## config.mk

```make
export PLATFORM = sky130hd
export DESIGN_NAME = sync_tracker
export DESIGN_NICKNAME = d
export VERILOG_FILES = /design/src/rtl/sync_tracker.sv
export SDC_FILE = /design/constraint.sdc
export NUM_CORES = 1
export LEC_CHECK = 0
export CORE_MARGIN = 4
export CORE_UTILIZATION = 40
export CTS_CLUSTER_SIZE = 12
export DETAILED_ROUTE_END_ITERATION = 6
export GPL_TIMING_DRIVEN = 0
export HOLD_SLACK_MARGIN = 0.05
export MAX_ROUTING_LAYER = met4
export SLEW_MARGIN = 20
export SYNTH_ARGS = -nofsm -noshare
export SYNTH_HDL_FRONTEND = slang
export SYNTH_SLANG_ARGS = --single-unit
```

## constraint.sdc

```tcl
create_clock -name clk -period 5.2 [get_ports clk]
set_input_delay 0.78 -clock clk [delete_from_list [all_inputs] [get_ports clk]]
set_output_delay 0.78 -clock clk [all_outputs]
set_load 0.005 [all_outputs]
```

## src/rtl/sync_tracker.sv

```systemverilog
// Per-axis sync tracker: glitch-filtered sync, polarity detection, period measurement and lock FSM.
// Edge accepted FILTER-1 enabled cycles after its first sample; no backpressure, enable only qualifies state updates.
module sync_tracker #(
  parameter int CNT_W      = 16,
  parameter int OFFSET     = 'h48e,
  parameter int VALID      = 5120,
  parameter int FILTER     = 3,
  parameter int AUTO_POL   = 1,
  parameter int SYNC_POL   = 1,
  parameter int TOL        = 2,
  parameter int LOCK_COUNT = 4
) (
  input  logic             clk,
  input  logic             reset,
  input  logic             enable,
  input  logic             sync_in,
  output logic             valid,
  output logic             cascade_enable,
  output logic [CNT_W-1:0] address,
  output logic [CNT_W-1:0] period,
  output logic             locked,
  output logic             polarity
);

  localparam int DIS_W = (FILTER > 1) ? $clog2(FILTER) : 1;
  localparam int MC_W  = $clog2(LOCK_COUNT + 1);

  localparam logic [DIS_W-1:0] DIS_LAST = DIS_W'(FILTER - 1);
  localparam logic [MC_W-1:0]  MC_LAST  = MC_W'(LOCK_COUNT - 1);
  localparam logic [CNT_W:0]   WIN_LO   = (CNT_W+1)'(OFFSET);
  localparam logic [CNT_W:0]   WIN_HI   = (CNT_W+1)'(OFFSET + VALID);
  localparam logic [CNT_W-1:0] OFS      = CNT_W'(OFFSET);
  localparam logic [CNT_W-1:0] TOL_V    = CNT_W'(TOL);
  localparam logic [CNT_W-1:0] CNT_MAX  = '1;
  localparam logic             POL_RST  = 1'(SYNC_POL);

  typedef enum logic [1:0] {SEARCH, TRACK, LOCKED} state_t;

  state_t           state;
  logic [CNT_W-1:0] counter;
  logic [CNT_W-1:0] hi_cnt;
  logic [CNT_W-1:0] lo_cnt;
  logic [DIS_W-1:0] dis_cnt;
  logic [MC_W-1:0]  match_cnt;
  logic             sync_f;

  logic             differ;
  logic             accept;
  logic             active_edge;
  logic             rise;
  logic             sat;
  logic             match;
  logic             new_pol;
  logic             pol_change;
  logic [CNT_W-1:0] cnt_inc;
  logic [CNT_W-1:0] per_diff;

  always_comb begin
    differ      = sync_in != sync_f;
    accept      = enable && differ && (dis_cnt == DIS_LAST);
    active_edge = accept && (sync_in == polarity);
    rise        = accept && sync_in;
    sat         = counter == CNT_MAX;
    cnt_inc     = sat ? counter : counter + 1'b1;
    per_diff    = (cnt_inc >= period) ? cnt_inc - period : period - cnt_inc;
    match       = per_diff <= TOL_V;
    new_pol     = polarity;
    // Active level is whichever level the sync spent less time at over the last period
    if (AUTO_POL != 0 && rise) new_pol = hi_cnt <= lo_cnt;
    pol_change  = new_pol != polarity;
  end

  always_ff @(posedge clk) begin
    if (reset) begin
      counter        <= '0;
      period         <= '0;
      sync_f         <= ~POL_RST;
      dis_cnt        <= '0;
      hi_cnt         <= '0;
      lo_cnt         <= '0;
      polarity       <= POL_RST;
      state          <= SEARCH;
      match_cnt      <= '0;
      cascade_enable <= 1'b0;
    end else begin
      cascade_enable <= 1'b0;
      if (enable) begin
        cascade_enable <= active_edge;

        if (!differ) begin
          dis_cnt <= '0;
        end else if (accept) begin
          sync_f  <= sync_in;
          dis_cnt <= '0;
        end else begin
          dis_cnt <= dis_cnt + 1'b1;
        end

        counter <= active_edge ? '0 : cnt_inc;
        if (active_edge && state != SEARCH) period <= cnt_inc;

        if (AUTO_POL != 0) begin
          if (rise) begin
            polarity <= new_pol;
            hi_cnt   <= '0;
            lo_cnt   <= '0;
          end else if (sync_f) begin
            if (hi_cnt != CNT_MAX) hi_cnt <= hi_cnt + 1'b1;
          end else begin
            if (lo_cnt != CNT_MAX) lo_cnt <= lo_cnt + 1'b1;
          end
        end

        // Priority: polarity change, then active edge, then timeout
        if (pol_change) begin
          state     <= SEARCH;
          match_cnt <= '0;
        end else if (active_edge) begin
          case (state)
            SEARCH: begin
              state     <= TRACK;
              match_cnt <= '0;
            end
            TRACK: begin
              if (match) begin
                match_cnt <= match_cnt + 1'b1;
                if (match_cnt == MC_LAST) state <= LOCKED;
              end else begin
                match_cnt <= '0;
              end
            end
            LOCKED: begin
              if (!match) begin
                state     <= TRACK;
                match_cnt <= '0;
              end
            end
            default: begin
              state     <= SEARCH;
              match_cnt <= '0;
            end
          endcase
        end else if (sat) begin
          state     <= SEARCH;
          match_cnt <= '0;
        end
      end
    end
  end

  assign valid   = (state != SEARCH) && ({1'b0, counter} >= WIN_LO) && ({1'b0, counter} < WIN_HI);
  assign address = counter - OFS;
  assign locked  = state == LOCKED;

endmodule

```

# [After elaboration in Yosys (flattened, before gate mapping)]
# Index checks and enable logic that the tools add are counted.
[totals] output_inout_bits=36 regBits=74
[op_classes] n_eq_ne=14 add_sub_neg=8 bitwise=1 n_lt_le_gt_ge=5 n_reduce_logical=21 mux=25
[ops] operator="16-bit two-way mux" n=9
[ops] operator="16-bit by 1-bit adder with 16-bit output, second input constant" n=3
[ops] operator="16-bit inequality test, second input constant" n=2
[ops] operator="16-bit subtractor" n=2
[ops] operator="16-bit == test, second input constant" n=1
[ops] operator="16-bit by 11-bit >= comparator with 1-bit output, second input constant" n=1
[ops] operator="16-bit >= comparator" n=1
[ops] operator="16-bit less-or-equal comparator" n=1
[ops] operator="16-bit by 2-bit less-or-equal comparator with 1-bit output, second input constant" n=1
[ops] operator="16-bit by 13-bit < comparator with 1-bit output, second input constant" n=1
[ops] operator="2-bit two-way mux" n=8
[ops] operator="16-bit by 11-bit subtractor with 16-bit output, second input constant" n=1
[ops] operator="3-bit two-way mux" n=5
[ops] operator="3-bit AND reduction" n=4
[ops] operator="4-bit inequality test, second input constant" n=2
[ops] operator="2-bit nonzero test" n=4
[ops] operator="1-bit logical AND" n=7
[ops] operator="2-bit case mux with 3 select lines" n=1
[ops] operator="3-bit case mux with 2 select lines" n=1
[ops] operator="5-bit AND reduction" n=1
[ops] operator="2-bit == test, second input constant" n=2
[ops] operator="4-bit by 3-bit inequality test with 1-bit output, second input constant" n=1
[ops] operator="2-bit AND reduction" n=2
[ops] operator="3-bit by 1-bit adder with 3-bit output, second input constant" n=1
[ops] operator="11 further kinds" n=12

# [Depth between registers and ports, before layout]
# Gate-level depths: netlist of run 1.
[logic_depth] ltp_word=9 mapped_depth=20 depth_no_buf=19

# [Worst setup path after synthesis of run 1]
# No wires, ideal clock.
[synth_path] path_kind="register to register" from="register counter[0]" to="register match_cnt[1]" t_required_ps=5067 period_less_slack_ps=4320 slack_ps=880 path_buffers=1 t_arrival_ps=4187 path_stages_with_launch=20 path_cell_list="dfxtp_1 > ha_1 > nand3_1 > nor4_1 > nand3_1 > nand2b_1 > inv_1 > and2_1 > xnor2_1 > inv_1 > ha_1 > buf_4 > nand4_1 > o21bai_1 > o311ai_1 > mux2_2 > o211ai_1 > nor4_2 > a41oi_1 > o22ai_1"
[synth_via] elab_chain_cells=9
[synth_rtl] element="start: declaration" line_no="40" rtl="logic [CNT_W-1:0] counter;"
[synth_rtl] element="start signal: assignment" line_no="99" rtl="counter <= active_edge ? '0 : cnt_inc;"
[synth_rtl] element="16-bit by 1-bit adder with 16-bit output / 16-bit == test (equally long branches)" line_no="64, 63"
[synth_rtl] element="16-bit two-way mux *" line_no="64" rtl="cnt_inc = sat ? counter : counter + 1'b1;"
[synth_rtl] element="via cnt_inc[9]" line_no="55" rtl="logic [CNT_W-1:0] cnt_inc;"
[synth_rtl] element="16-bit subtractor / 16-bit >= comparator (equally long branches)" line_no="65" rtl="per_diff = (cnt_inc >= period) ? cnt_inc - period : period - cnt_inc;"
[synth_rtl] element="16-bit two-way mux *" line_no="65"
[synth_rtl] element="16-bit by 2-bit less-or-equal comparator with 1-bit output *" line_no="66" rtl="match = per_diff <= TOL_V;"
[synth_rtl] element="3-bit two-way mux" line_no="125" rtl="if (match) begin"
[synth_rtl] element="3-bit case mux with 2 select lines" line_no="119" rtl="case (state)"
[synth_rtl] element="3-bit two-way mux" line_no="118" rtl="end else if (active_edge) begin"
[synth_rtl] element="3-bit two-way mux" line_no="115" rtl="if (pol_change) begin"
[synth_rtl] element="end signal: assignment" line_no="126" rtl="match_cnt <= match_cnt + 1'b1;"
[synth_rtl] element="end: declaration" line_no="44" rtl="logic [MC_W-1:0] match_cnt;"
# The timed path passes the listed nets; every way through them passes the cells marked *.
# A chain may end at the register's enable or synchronous reset.

# [Worst setup path after layout of run 1]
[layout_path] from="register counter[3]" to="register state[1]"
[layout_via] elab_chain_cells=7
[layout_rtl] element="16-bit by 1-bit adder with 16-bit output / 16-bit == test (equally long branches)" line_no="64, 63"
[layout_rtl] element="16-bit two-way mux *" line_no="64"
[layout_rtl] element="via cnt_inc[5]" line_no="55"
[layout_rtl] element="16-bit subtractor / 16-bit >= comparator (equally long branches)" line_no="65"
[layout_rtl] element="16-bit two-way mux *" line_no="65"
[layout_rtl] element="16-bit by 2-bit less-or-equal comparator with 1-bit output *" line_no="66"
[layout_rtl] element="4-bit inequality test (no source line) / 4-bit by 3-bit inequality test with 1-bit output (equally long branches)"
[layout_rtl] element="5-bit AND reduction (no source line) *"
[layout_rtl] element="end signal: assignment" line_no="82" rtl="state <= SEARCH;"
[layout_rtl] element="end signal: assignment" line_no="116" rtl="state <= SEARCH;"
[layout_rtl] element="end signal: assignment" line_no="121" rtl="state <= TRACK;"
[layout_rtl] element="end: declaration" line_no="39" rtl="state_t state;"
# Marked as above.

==> metrics.txt, run 1 <==
CTS clk-pin slew, worst paths=0.06 ns; first-pass GRT wire length=25800 um; Switching Share=0.241; fin cells=1027; RSZ-0062 raised after global routing=false; synth unique cells=66; synthesized area=0.00592 mm2; Placement Cell Area=0.00653 mm2; result of the run=completed; vias in the first global route=4995; post-synth top area share=0.250; total number of vias=5631; Slowest-stage cell, CP=a2111oi_0; Max Cap Viol=0; Cell Count Post-Placement=1015; Synth area leaders=dfxtp_1, ha_1, nor2_1; switching power=0.000337 W; Cells after Synth=793; vias per inst=5.48; final instance area=0.00694 mm2; Critical Path RT=5.45 ns; Internal Pwr Total=0.00106 W; critical path's largest stage delay=0.49 ns; mean routed wirelength per cell=15.2 um; P per Cell Area=201 mW/mm2; maximum vdd drop=119 uV; Period minus WS final=4.82 ns; Die Area=0.0168 mm2; DP Worst Slack=-0.392 ns; metal2 WL=6320 um; TritonCTS Buffers=9; Root Buffer=clkbuf_16; syn avg cell area=7.46 um2; Hold Crit Class=reg -> reg; Metal-1 WL=8540 um; CP arrival=5.06 ns; gpl congestion=0.903; I/O pins=40; Die Span X=130 um; Final Hold Fails=0; endpoint type of the worst setup path=register; Initial Utilization=0.407; # DRC=0; WL final=15700 um; commonest non-fill, non-tap cell in the layout=nor2_1; remaining global-route overflow=0; CP delay by family, top=compound AO/OA/AOI/OAI gates; Max Clk Rate=208 MHz; Ys Warns=0; post-detailed-route count of antenna-violating nets=0; Hold Slack=0.452 ns; area growth from synthesis to layout=17.4%; crit path launch type=register; Worst Tran Pin Value=0.713 ns; initial antenna violation count=0; crit-path cells=clkbuf_1 > nand2_1 > nor4_4 > nand3_4 > nand3_1 > nor2_1 > xnor2_2 > inv_1 > ha_1 > buf_2 > a21oi_1 > o31ai_4 > a2111oi_0 > a21oi_1 > o211ai_1 > o211ai_1 > nor4_4 > nand4_1 > o211ai_1; htree depth=3; Port-buffer cells=38; syn_nets=852; Max Root-Sink Buffers=2; Nets=898; Setup Skew=0.00896 ns; # rows=44; sequential element share of the synthesized area=0.250; worst path bufs/invs=3; top layer in use=met4; share of power burned in registers=0.413; EDFF count, synth=0; Setup violations, final=0; ANT cells=0; Logic pwr share=0.117; share of cells above drive strength 1=0.0747; most frequent CP cell=o211ai_1; maximum number of pins on one net before global-route repair=13; Post-DP HPWL=12200 um; Met3 Wirelength=616 um; flops & latches, synth=74; most frequent cells in the layout=nor2_1, nand2_1, dfxtp_1; Pleak=2.85 nW; clock latency on the worst-skew pair=0.34 ns; Clock Sinks=74; GR Util All Layers=0.193; ys async rst share=0; ys flop type=dfxtp_1; Tcrit/Tclk final=0.926; CTS tree=yes; Worst Setup Slack, final=0.383 ns; clock network power share=0.471; Yosys top cell by area=dfxtp_1; Max-slew headroom=0.518; flop2flop setup slack=0.38 ns; Crit Path Category=reg -> reg; Crit Path Max Fanout=10; die height=130 um; final slew viol count=0; initial DRC count=357; DR pass1 iterations=6; Core Region=0.0145 mm2
==> power groups by stage <==
stage	registers, W	logic [W]	clock network, W
finish	0.000576	0.000163	0.000657
global route	0.000577	0.000181	0.000692
CTS	0.000576	0.000141	0.000668
detailed placement	0.000589	0.000140	0
global placement	0.000589	0.000140	0
floorplan	0.000587	0.000106	0
==> path summary, 6_finish.rpt <==
check,start,endpoint,cells after the start
setup / recovery,counter[3]$_SDFFE_PP0P_,state[1]$_SDFFE_PP0P_,19
hold / removal,match_cnt[1]$_SDFFE_PP0P_,match_cnt[1]$_SDFFE_PP0P_,2
setup reg to reg,counter[3]$_SDFFE_PP0P_,state[1]$_SDFFE_PP0P_,19
hold reg to reg,match_cnt[1]$_SDFFE_PP0P_,match_cnt[1]$_SDFFE_PP0P_,2
==> registers in the layout, summed over array words and instances (netlist names) <==
name and cells:
counter 16, hi_cnt 16, lo_cnt 16, period 16, match_cnt 3, dis_cnt 2, state 2, cascade_enable 1
polarity 1, sync_f 1
==> final cells by class <==
type | count | area [um2]
fill | 1485 | 7590
multi-input combinational | 612 | 4100
sequential | 74 | 1480
timing repair buffer | 41 | 403
inverter | 71 | 267
tap | 184 | 230
clock buffer | 10 | 229
buffer | 30 | 148
clock inverter | 5 | 80.1
==> synth_stat cells (all sizes together), types with 3 or more instances <==
library cell,instances
a21oi,62
nand2,72
nor4,10
a2111oi,3
nand4,24
and4,4
nor2b,12
nor3,14
a21o,18
o21a,9
xnor2,31
o41ai,4
inv,71
or2,5
and2,3
nor2,87
o211ai,8
mux2i,5
nand3,31
nand3b,4
buf,13
and3,10
xor2,25
a31oi,7
a211oi,17
o21bai,4
nor3b,3
o22ai,5
ha,53
clkbuf,23
dfxtp,74
o211a,3
or3,8
nand2b,6
o21ai,38
==> metrics by stage <==
| step | total power, W | util | setup TNS [ns] |
|---|---|---|---|
| floorplan | 0.000693 | - | 0 |
| global placement | 0.000729 | 0.449 | -1.86 |
| detailed placement | 0.000729 | 0.449 | -1.81 |
| CTS | 0.00139 | 0.471 | 0 |
| global route | 0.00145 | 0.478 | 0 |
| finish | 0.00140 | 0.478 | 0 |
==> kinds of logic (layout without fill, tap and decap cells) <==
kind of cell	count (synthesis)	after routing	synth area share
AOI/OAI and AO/OA	193	193	0.210
xor gates and xnor gates	56	56	0.0829
adders and majority gates	55	55	0.119
buffers and inverters	107	157	0.0738
DFF	74	74	0.250
muxes	7	7	0.0123
and+or+nand+nor	301	301	0.251
==> routing by layer <==
layer  global-route usage  vias to the layer above
li1                     -                     2877
met1                0.307                     2617
met2                0.256                      121
met3               0.0190                       16
met4               0.0520                        0
met5                    -                        -
==> timing repair <==
item                                    in CTS  in global routing
resized for setup                            4                 15
pin swaps                                    0                  3
hold endpoints to repair                     0                  0
hold buffers                                 0                  0
setup buffers                                0                  3
endpoints found under the setup margin       5                  5
==> worst register-to-register path: cells and delay by family, from the launching register on <==
family                     cells  cell delay [ns]
AOI/OAI and AO/OA              7             1.63
and+or+nand+nor                7             1.55
buffers and inverters          3             0.60
adders and majority gates      1             0.38
DFF                            1             0.30
xor gates and xnor gates       1             0.27
Note: power is estimated with default switching activity, not from simulation.
==> run 2, diff against run 1 <==
--- a/config.mk
+++ b/config.mk
@@ -12,7 +12,7 @@
 export GPL_TIMING_DRIVEN = 0
 export HOLD_SLACK_MARGIN = 0.05
 export MAX_ROUTING_LAYER = met4
-export SLEW_MARGIN = 20
+export SKIP_LAST_GASP = 1
 export SYNTH_ARGS = -nofsm -noshare
 export SYNTH_HDL_FRONTEND = slang
 export SYNTH_SLANG_ARGS = --single-unit
==> constraint.sdc (replaced) <==
create_clock -name clk -period 6.1 [get_ports clk]
set_input_delay 0.915 -clock clk [delete_from_list [all_inputs] [get_ports clk]]
set_output_delay 0.915 -clock clk [all_outputs]
set_load 0.005 [all_outputs]
==> run 2 against run 1 <==
  * Register-to-register slack improved by 0.26 ns
  * Wire length is 1.4% lower
  * Final cell count rose by 0.29%
  * Core utilization decreased by 0.70 points
  * Clock-buffer cell count stayed put
  * Die area is the same
  * Non-clock buffer count is 3 higher
==> metrics.txt, run 2 (synthesis gave the netlist of run 1 again) <==
result of the run=completed; CTS tree=yes; RSZ-0062 raised after global routing=false; Max Root-Sink Buffers=2 (unchanged); maximum number of pins on one net before global-route repair=13 (unchanged); Initial Utilization=0.407 (unchanged); GR Util All Layers=0.193 (-0.000617); Max-slew headroom=0.518 (about the same); Crit Path Category=reg -> reg; Root Buffer=clkbuf_16; Core Region=0.0145 mm2 (unchanged); postcts setup bufs=0 (unchanged); Logic pwr share=0.103 (-0.014); initial antenna violation count=0 (unchanged); fill count=1496 (+0.74%); # rows=44 (unchanged); Critical Path RT=6.35 ns (+0.90 ns); Die Area=0.0168 mm2 (unchanged); P per Cell Area=172 mW/mm2 (-15%); most frequent cells in the layout=nor2_1, dfxtp_1, nand2_1; crit-path cells=ha_1 > nand3_1 > nor4_2 > nand3_1 > nand2b_1 > inv_1 > and2_1 > xnor2_1 > inv_1 > ha_1 > a21oi_1 > o21ai_0 > nor2_1 > a21o_1 > nor4_1 > a31oi_1 > nor4_2 > nand4_1 > o211ai_1; vias in the first global route=4979 (-0.32%); Max Clk Rate=183 MHz (-12%); I/O pins=40 (unchanged); Pleak=2.82 nW (-1.3%); Final Hold Fails=0 (unchanged); endpoint type of the worst setup path=register; vias per inst=5.40 (-1.6%); share of cells above drive strength 1=0.0556 (-0.0192); mean routed wirelength per cell=15.0 um (-1.7%); post-detailed-route count of antenna-violating nets=0 (unchanged); first-pass GRT wire length=25700 um (-0.40%); Setup violations, final=0 (unchanged); clock latency on the worst-skew pair=0.34 ns (about the same); hold_buf cts=0 (unchanged); final slew viol count=0 (unchanged); Tcrit/Tclk final=0.894 (-0.0319); WL final=15400 um (-1.4%); crit path launch type=register; DR pass1 iterations=6 (unchanged); Hold Crit Class=reg -> reg; Slowest-stage cell, CP=dfxtp_1; CTS clk-pin slew, worst paths=0.06 ns (about the same); total number of vias=5559 (-1.3%); TritonCTS Buffers=9 (unchanged); htree depth=3 (unchanged); initial DRC count=487 (+36%); # DRC=0 (unchanged); die height=130 um (unchanged); Die Span X=130 um (unchanged); area growth from synthesis to layout=15.7%; total power=0.00117 W (-16%); share of power burned in registers=0.418 (+0.005); CP arrival=5.71 ns (+0.65 ns); Post-DP HPWL=12200 um (unchanged); Max Cap Viol=0 (unchanged); Worst Tran Pin Value=0.713 ns (-0.00000316 ns); Switching Share=0.241 (-0.000329); commonest non-fill, non-tap cell in the layout=nor2_1; critical path's largest stage delay=0.54 ns (+0.05 ns); switching power=0.000283 W (-16%); Crit Path Max Fanout=9 (-1); remaining global-route overflow=0 (unchanged); clock network power share=0.479 (+0.008); Setup Skew=0.00753 ns (-0.00143 ns); Nets=901 (+0.33%); maximum vdd drop=102 uV (-14%); final setup TNS=0 ns (unchanged); Port-buffer cells=38 (unchanged); Period minus WS final=5.46 ns (+0.639 ns); Clock Sinks=74 (unchanged); ANT cells=0 (unchanged); Internal Pwr Total=0.000891 W (-16%); gpl congestion=0.903 (unchanged)
-- run 2: changes by cell type in the layout (fill, tap and decap cells not counted), moves of 2 or more --
cell      delta
dfxtp_1      +2
xor2_1       +2
nor4_4       -2
clkbuf_1     +6
xnor2_1      +2
xnor2_2      -2
buf_4        -3
dfxtp_2      -2
xor2_2       -2
-- run 2: cell type report --
cell class | count | area (um2) | area share
clock buffer | 10 | 229 | 0.0335
sequential | 74 | 1480 | 0.217
tap | 184 | 230 | 0.0337
timing repair buffer | 38 | 380 | 0.0556
multi-input combinational | 612 | 4000 | 0.585
buffer | 36 | 170 | 0.0249
clock inverter | 5 | 80.1 | 0.0117
inverter | 71 | 267 | 0.0390
-- run 2: what timing repair did --
action	CTS	global route
endpoints found under the hold margin	0	0
endpoints found under the setup margin	0	2
gates resized for setup	0	1
-- run 2: power by group through the flow --
| stage | clock network [W] | registers [W] | logic, W |
|---|---|---|---|
| 2_1_floorplan | 0 | 0.000501 | 0.0000899 |
| 3_3_place_gp | 0 | 0.000502 | 0.000119 |
| 3_5_place_dp | 0 | 0.000502 | 0.000120 |
| 4_1_cts | 0.000570 | 0.000491 | 0.000120 |
| 5_1_grt | 0.000590 | 0.000492 | 0.000136 |
| 6_report | 0.000562 | 0.000491 | 0.000121 |
-- run 2: final timing paths --
kind	startpoint	end	slack, ns	cells past startpoint
max	counter[0]$_SDFFE_PP0P_	state[1]$_SDFFE_PP0P_	0.64	19
max reg2reg	counter[0]$_SDFFE_PP0P_	state[1]$_SDFFE_PP0P_	0.64	19
min	match_cnt[1]$_SDFFE_PP0P_	match_cnt[1]$_SDFFE_PP0P_	0.45	2
min reg2reg	match_cnt[1]$_SDFFE_PP0P_	match_cnt[1]$_SDFFE_PP0P_	0.45	2
-- run 2: metal layers --
layer  GRT usage  vias to the layer above  wire length, um
li1            -                     2887                -
met1       0.305                     2541             8500
met2       0.255                      116             6130
met3      0.0190                       15              613
met4      0.0520                        0              186
met5           -                        -                0
-- run 2: through the flow --
step | utilization | area (um2) | worst slack (ns) | std cells | hold WS, ns
after floorplan | - | 5920 | 1.78 | 793 | 0.433
after global placement | 0.449 | 6530 | 0.510 | 1015 | 0.452
after detailed placement | 0.449 | 6530 | 0.508 | 1015 | 0.449
after CTS | 0.470 | 6840 | 0.484 | 1030 | 0.458
after global routing | 0.471 | 6840 | 0.140 | 1030 | 0.484
final | 0.471 | 6840 | 0.644 | 1030 | 0.452
-- run 2: worst max-delay path: cells and delay by family, from the launching register on --
family	cells	cell delay (ns)
flip-flops	1	0.54
XOR/XNOR	1	0.34
adder cells (fa/ha/maj)	2	0.61
buffers and inverters	2	0.16
AND/OR/NAND/NOR	9	2.47
AO/OA/AOI/OAI	5	1.24
==> run 3, diff against run 2 <==
--- a/config.mk
+++ b/config.mk
@@ -6,13 +6,15 @@
 export NUM_CORES = 1
 export LEC_CHECK = 0
 export CORE_MARGIN = 4
-export CORE_UTILIZATION = 40
+export CORE_UTILIZATION = 56
 export CTS_CLUSTER_SIZE = 12
 export DETAILED_ROUTE_END_ITERATION = 6
 export GPL_TIMING_DRIVEN = 0
 export HOLD_SLACK_MARGIN = 0.05
 export MAX_ROUTING_LAYER = met4
+export PLACE_DENSITY = 0.76
 export SKIP_LAST_GASP = 1
 export SYNTH_ARGS = -nofsm -noshare
 export SYNTH_HDL_FRONTEND = slang
 export SYNTH_SLANG_ARGS = --single-unit
+export TNS_END_PERCENT = 10
==> run 3 against run 2 <==
  * Final area decreased by 1.8%
  * Clock power decreased by 17%
  * Fmax increased by 1.0%
  * Flip-flop and latch count unchanged
  * Final cell count decreased by 4.6%
  * Sequential share of layout area increased by 0.41 points
  * Critical path type unchanged
  * Largest power group is now registers
==> metrics.txt, run 3 (synthesis gave the netlist of run 1 again) <==
crit path launch type=register; GR Util All Layers=0.266 (+0.0736); I/O pins=40 (unchanged); share of cells above drive strength 1=0.0567 (+0.00112); Worst Tran Pin Value=0.676 ns (-0.0372 ns); Setup Skew=0.0130 ns (+0.00544 ns); Die Span X=111 um (-15%); Cell Count Post-Placement=967 (-4.7%); final setup TNS=0 ns (unchanged); initial DRC count=387 (-21%); initial antenna violation count=0 (unchanged); Final Hold Fails=0 (unchanged); Crit Path Max Fanout=9 (unchanged); Port-buffer cells=38 (unchanged); result of the run=completed; worst path bufs/invs=2 (unchanged); P per Cell Area=161 mW/mm2 (-6.2%); total number of vias=5828 (+4.8%); clock latency on the worst-skew pair=0.37 ns (+0.03 ns); Pleak=2.79 nW (-0.99%); CTS clk-pin slew, worst paths=0.09 ns (+0.03 ns); switching power=0.000272 W (-3.9%); Core Region=0.0103 mm2 (-29%); endpoint type of the worst setup path=register; Max-slew headroom=0.544 (+0.0251); Tcrit/Tclk final=0.886 (-0.00882); gpl congestion=0.916 (+1.4%); first-pass GRT wire length=26800 um (+4.3%); htree depth=3 (unchanged); TritonCTS Buffers=9 (unchanged); Die Area=0.0123 mm2 (-27%); Slowest-stage cell, CP=dfxtp_1; Max Root-Sink Buffers=2 (unchanged); Period minus WS final=5.40 ns (-0.0538 ns); Sequential Area=0.00148 mm2 (unchanged); Hold Crit Class=reg -> reg; Switching Share=0.252 (+0.0106); vias in the first global route=5625 (+13%); Post-DP HPWL=12500 um (+2.0%); Root Buffer=clkbuf_8; postcts setup bufs=0 (unchanged); Internal Pwr Total=0.000809 W (-9.3%); most frequent cells in the layout=nor2_1, dfxtp_1, nand2_1; WL final=15900 um (+3.1%); CTS tree=yes; area taken by multi-input logic gates=0.00400 mm2 (unchanged); RSZ-0062 raised after global routing=false; post-detailed-route count of antenna-violating nets=0 (unchanged); commonest non-fill, non-tap cell in the layout=nor2_1; Setup violations, final=0 (unchanged); critical path's largest stage delay=0.56 ns (+0.02 ns); total power=0.00108 W (-8.0%); final slew viol count=0 (unchanged); maximum vdd drop=116 uV (+14%); Max Clk Rate=185 MHz (+1.0%); Initial Utilization=0.573 (+0.166); fill count=928 (-38%); clock network power share=0.433 (-0.046); DR pass1 iterations=6 (unchanged); CP arrival=5.70 ns (about the same); fin cells=983 (-4.6%); die height=111 um (-15%); Crit Path Category=reg -> reg; maximum number of pins on one net before global-route repair=14 (+1); vias per inst=5.93 (+9.9%); ANT cells=0 (unchanged); mean routed wirelength per cell=16.2 um (+8.0%); Logic pwr share=0.113 (+0.010); Max Cap Viol=0 (unchanged); CP delay by family, top=compound AO/OA/AOI/OAI gates; hold_buf cts=0 (unchanged); Critical Path RT=6.39 ns (+0.04 ns); Nets=901 (unchanged); area growth from synthesis to layout=13.5%; # DRC=0 (unchanged); share of power burned in registers=0.454 (+0.036); Clock Sinks=74 (unchanged); # rows=37 (-16%); remaining global-route overflow=0 (unchanged); crit-path cells=ha_1 > nand3_1 > nor4_2 > nand3_1 > nand2b_1 > inv_1 > nand2_1 > xor2_1 > inv_1 > ha_1 > a21oi_2 > o21ai_0 > o21bai_1 > a21oi_1 > a2111oi_1 > nor3_1 > a211oi_2 > a41oi_1 > o22ai_1
run 3: cell count changes in the layout (fill, tap and decap cells not counted), sizes merged:
| cell | change |
|---|---|
| bufinv | +1 |
| clkinv | +1 |
| clkinvlp | -1 |
run 3: cell type report:
| type | instances | share of cell area |
|---|---|---|
| Sequential cell | 74 | 0.221 |
| Inverter | 71 | 0.0397 |
| Clock inverter | 6 | 0.0171 |
| Clock buffer | 10 | 0.0190 |
| Timing Repair Buffer | 38 | 0.0566 |
| Tap cell | 136 | 0.0253 |
| Multi-Input combinational cell | 612 | 0.596 |
| Buffer | 36 | 0.0253 |
run 3: layer usage:
layer,routed length [um],part of all wire,track usage
met4,269,0.017,0.0887
met3,962,0.060,0.0393
met1,7750,0.49,0.371
met5,0,0,-
met2,6920,0.44,0.396
run 3: timing repair:
| action | in CTS | in global routing |
|---|---|---|
| setup endpoints to repair | 0 | 2 |
| gates resized for setup | 0 | 1 |
| endpoints found under the hold margin | 0 | 0 |
run 3: through the flow:
stage / worst slack [ns] / hold WS [ns] / utilization / instance area (um2)
2_1_floorplan: 1.78 / 0.433 / - / 5920
3_3_place_gp: 0.711 / 0.450 / 0.626 / 6470
3_5_place_dp: 0.632 / 0.465 / 0.626 / 6470
4_1_cts: 0.574 / 0.478 / 0.650 / 6710
5_1_grt: 0.304 / 0.494 / 0.650 / 6720
6_report: 0.698 / 0.468 / 0.650 / 6720
run 3: power groups by stage:
stage | sequential, W | combinational (W) | clock, W
2_1_floorplan | 0.000501 | 0.0000899 | 0
3_3_place_gp | 0.000502 | 0.000116 | 0
3_5_place_dp | 0.000502 | 0.000119 | 0
4_1_cts | 0.000491 | 0.000120 | 0.000473
5_1_grt | 0.000491 | 0.000134 | 0.000494
6_report | 0.000491 | 0.000122 | 0.000467
run 3: tightest hold or removal path, stage by stage (launching register included):
cell     delay [ns]
dfxtp_1        0.32
inv_1          0.05
o22ai_1        0.05
run 3: path summary, 6_finish.rpt:
path,from,end,slack (ns),depth (start not counted)
worst max-delay path,counter[0]$_SDFFE_PP0P_,match_cnt[0]$_SDFFE_PP0P_,0.70,19
worst min-delay path,match_cnt[1]$_SDFFE_PP0P_,match_cnt[1]$_SDFFE_PP0P_,0.47,2
worst max register to register,counter[0]$_SDFFE_PP0P_,match_cnt[0]$_SDFFE_PP0P_,0.70,19
worst min register to register,match_cnt[1]$_SDFFE_PP0P_,match_cnt[1]$_SDFFE_PP0P_,0.47,2
